===== config.mk =====
export PLATFORM = sky130hd
export DESIGN_NAME = rom
export DESIGN_NICKNAME = d
export VERILOG_FILES = /design/src/rtl/rom.sv
export SDC_FILE = /design/constraint.sdc
export NUM_CORES = 1
export LEC_CHECK = 0
export BUFFER_PORTS_ARGS = -buffer_cell sky130_fd_sc_hd__clkbuf_2
export CAP_MARGIN = 20
export CORE_AREA = 4 4 41 43
export DETAILED_ROUTE_END_ITERATION = 7
export DIE_AREA = 0 0 45 47
export PLACE_DENSITY = 0.47
export SETUP_SLACK_MARGIN = 0.02
export SLEW_MARGIN = 20
export SYNTH_ARGS = -nofsm -noshare
export SYNTH_HDL_FRONTEND = slang
export SYNTH_SLANG_ARGS = --single-unit

===== constraint.sdc =====
create_clock -name clk -period 0.8 [get_ports clk]
set_input_delay 0.12 -clock clk [delete_from_list [all_inputs] [get_ports clk]]
set_output_delay 0.12 -clock clk [all_outputs]
set_load 0.05 [all_outputs]

===== src/rtl/rom.sv =====
// Fixed-content ROM: word[i] = (17*i + 3) mod 2^WIDTH; out-of-range addresses read as zero.
// Define ROM_OUT_REG_EN to add a second output register stage (latency 2 instead of 1).
module rom #(
   parameter  int WIDTH     = 8,
   parameter  int DEPTH     = 16,
   localparam int DEPTH_LOG = $clog2(DEPTH)
) (
   input  logic                 clk,
   input  logic                 rst_n,
   input  logic [DEPTH_LOG-1:0] addr_rd,
   output logic [WIDTH-1:0]     data_out
);

   // The table spans the full address space, so addresses at or above DEPTH
   // hit zero entries and need no separate range check.
   localparam int ROM_SIZE = 1 << DEPTH_LOG;

   logic [WIDTH-1:0] rom_mem [ROM_SIZE];
   logic [WIDTH-1:0] rd_next;
   logic [WIDTH-1:0] rd_reg;

   genvar gi;
   generate
      for (gi = 0; gi < ROM_SIZE; gi++) begin : g_word
         if (gi < DEPTH) begin : g_valid
            localparam logic [63:0] WORD_VAL = 64'(17 * gi + 3);
            assign rom_mem[gi] = WORD_VAL[WIDTH-1:0];
         end else begin : g_pad
            assign rom_mem[gi] = '0;
         end
      end
   endgenerate

   always_comb begin
      rd_next = rom_mem[addr_rd];
   end

   always_ff @(posedge clk or negedge rst_n) begin
      if (!rst_n) begin
         rd_reg <= '0;
      end else begin
         rd_reg <= rd_next;
      end
   end

`ifdef ROM_OUT_REG_EN
   logic [WIDTH-1:0] out_reg;

   always_ff @(posedge clk or negedge rst_n) begin
      if (!rst_n) begin
         out_reg <= '0;
      end else begin
         out_reg <= rd_reg;
      end
   end

   assign data_out = out_reg;
`else
   assign data_out = rd_reg;
`endif

endmodule


# Word level (Yosys, flattened, before mapping)
# Memories as Yosys holds them, arrays and structs flattened. A register that Yosys moved wholly into a read port is not among the register bits.
# Index checks and enable logic that the tools add are counted.
dict set report classes {
  n_bitwise 1
  reduce_logical 1
}
# cell count
set op_table {}
lappend op_table {{$not 4->5} 1}
lappend op_table {{$logic_not 1->1} 1}
dict set report totals {
  regBits 0
  romBits 128
  inputBits 6
  output_inout_bits 8
  n_memories 1
}
# name words width rd rd_clocked_by_memory_dff write_ports line
set memory_table {}
lappend memory_table {{(name not given)} 16 8 1 1 0 35} ;# rd_next = rom_mem[addr_rd];

# Depth between registers and ports, before layout
dict set report logic_depth {
  ltp_word 1
  ltp_mapped 4
  mapped_depth_nobuf 4
}

# Least setup slack after synthesis
# Ideal clock, no wire load.
dict set report synth_timing {
  path_kind {input to register}
  start {in addr_rd[0]}
  end {reg rd_reg[4], in the netlist data_out[4]}
  setup_ns 0.125
  arrival_ns 0.608
  required_time_ns 0.675
  slack_ns 0.067
  path_stages 3
  path_cell_list {inv_1 > ha_1 > mux2_4}
}
dict set report synth_via {
  elab_chain_len 1
}
# item line
set synth_lines {}
lappend synth_lines {{start: declaration} 10} ;# input logic [DEPTH_LOG-1:0] addr_rd,
lappend synth_lines {{$not 4->5 (implied by the code)} 35}
lappend synth_lines {{end: declaration} 20} ;# logic [WIDTH-1:0] rd_reg;
# No other way between the ends.

# Final worst setup path
dict set report layout_timing {
  start {reg rd_reg[6], in the netlist data_out[6]}
  end {out data_out[6]}
}
# item line
set layout_rtl {}
lappend layout_rtl {{end: declaration} 11} ;# output logic [WIDTH-1:0] data_out
# No word-level cell between the ends.

==> results_dict.tcl <==
set metrics [dict create \
    start_util 0.255 \
    ys_seq_area_frac 0.604 \
    largest_reg_flops 8 \
    setup_slack_ps -103 \
    ys_seq_elements 8 \
    n_antenna_cell 0 \
    fillers 129 \
    dr.pass1.iters 2 \
    synthesis.area_sq_um 332 \
    die-area_sq_mm 0.00212 \
    mostFrequentLayoutCells "dfrtp_1 (8), buf_8 (8), buf_4 (6), clkbuf_2 (5), ha_1 (4)" \
    min_period_ps 903 \
    antenna_found_initial 0 \
    grt_usage 0.0719 \
    power_mw 1.05 \
    setup_viol 8 \
    ir_worst_vdd_v 0.000644 \
    fin_tns_setup_ps -759 \
    drive_gt1_frac 0.511 \
    grt_pass1_wl_microns 952 \
    yosys_warnings 0 \
    ff_latch_area_sq_um 200 \
    multi_input_area_sq_um 120 \
    h-tree-depth 1 \
    boundaryPins 14 \
    areaGrowthSynthToFinish_pct 72.8 \
    status "complete, but fails checks" \
    avgSynthCellArea_sq_um 13.8 \
    hold_viol 0 \
    critical-path-max-stage-delay_ps 380 \
    syn_inst 24 \
    cts_buffer_depth 2 \
    die_h_microns 47 \
    fin_util 0.440 \
    cp.depth 1 \
    die_w_microns 45 \
    worst_pin_slew_ps 190 \
    grt_max_degree 9 \
    grt_remaining_overflow 0 \
    cpLargestDelayFamily "flip-flops" \
    maxSlewHeadroom 0.874 \
    drt-vias-per-instance 3.92 \
    critPathBufInv 1 \
    max_freq_mhz 1110 \
    rows 13 \
    cp_cell_sequence "buf_8" \
    ant_nets 0 \
    slew_violations 0 \
    cp_slowest_cell "dfrtp_1" \
    rsz0062_at_grt "yes" \
    cp.required_ps 680 \
    p_leak_nw 0.300 \
    wl_per_cell_microns 8.74 \
    path_clk_slew_ps 50 \
    power-per-cell-area_mw_per_mm2 1830 \
    nets 59 \
    cts_sinks 8 \
    critPathMaxFanout 1 \
    gp_congestion 0.769 \
    drc 0 \
    clockRootBuffer "clkbuf_4" \
    cts_setup_buffers 0 \
    placeableCoreArea_sq_mm 0.00130 \
    timing.hold.worst.class "input port to flop" \
    io_buffers 13 \
    arrival_ps 780 \
    crit_type "flop to primary output" \
    cts_buffers 3 \
    cts_tree "yes" \
    drtIter0Drc 3 \
    vias 243 \
    crit_path_end_kind "primary output" \
    violations "negative setup slack" \
    grt_pass1_vias 251 \
    setup.worst_path.end "data_out[6]" \
    finalCritPeriodShare 1.13 \
    totalWireLength_microns 542 \
    ys_types 11 \
    cap_viol_max_count 0 \
    crit_path_start "data_out[6]" \
    synth_fp_nets 34 \
    startpoint_type "flop" \
]
-- worst min-delay path, stage by stage --
cell      delay [ps]
clkbuf_2          90
nand2_2          100
mux2i_1           70
-- stage by stage --
| stage | cells | hold WS, ps | instance area [sq um] | setup slack (ps) |
|---|---|---|---|---|
| floorplan | 24 | -176 | 332 | 66.9 |
| detailed placement | 58 | -28.8 | 460 | -66.4 |
| global placement | 58 | -33.2 | 460 | -43.7 |
| CTS | 62 | 177 | 563 | -123 |
| finish | 62 | 183 | 573 | -103 |
| global route | 62 | 190 | 573 | -139 |
-- cell usage after synthesis (all sizes together) --
library cell	number	area, sq um
a21boi	2	15.0
dfrtp	8	200
ha	4	50.1
inv	3	11.3
mux2	1	15.0
mux2i	1	10.0
nand2	2	10.0
nor2b	1	6.26
o21ai	1	5.00
o22a	1	8.76
-- cells by family (layout without fill, tap and decap cells) --
logic type | Yosys count | count (layout) | share of synthesized area
AOI/OAI and AO/OA | 4 | 4 | 0.0868
adders and majority gates | 4 | 4 | 0.151
buffers and inverters | 3 | 26 | 0.0340
DFF | 8 | 8 | 0.604
muxes | 2 | 2 | 0.0755
and+or+nand+nor | 3 | 3 | 0.0491
-- power breakdown --
part	internal, mW	switching, mW
Combinational	0.138	0.168
Clock	0.170	0.119
Sequential	0.437	0.0187
-- worst min path at each step --
stage | from | to | cells past startpoint
after floorplan | rst_n | data_out[0] | 0
after global placement | rst_n | data_out[6] | 1
after detailed placement | rst_n | data_out[7] | 1
after CTS | addr_rd[3] | data_out[5] | 3
after global routing | addr_rd[3] | data_out[5] | 3
final | addr_rd[3] | data_out[5] | 3
-- per-layer routing --
metal,vias to the layer above,global-route usage,wire length (microns)
li1,123,-,-
met3,2,0.0230,39
met4,0,0.123,21
met2,11,0.0989,275
met1,107,0.0657,205
met5,-,0,0
-- what timing repair did --
action	in CTS	in global routing
setup endpoints to repair	8	8
hold endpoints to repair	8	0
hold buffers	1	0
gates resized for setup	16	8
-- area by class of cell --
class,instances,area share
Multi-Input combinational cell,13,0.210
Tap cell,15,0.0328
Sequential cell,8,0.349
Timing Repair Buffer,20,0.349
Inverter,3,0.0197
Clock buffer,3,0.0393
No activity file was read; power rests on OpenSTA's default activity.
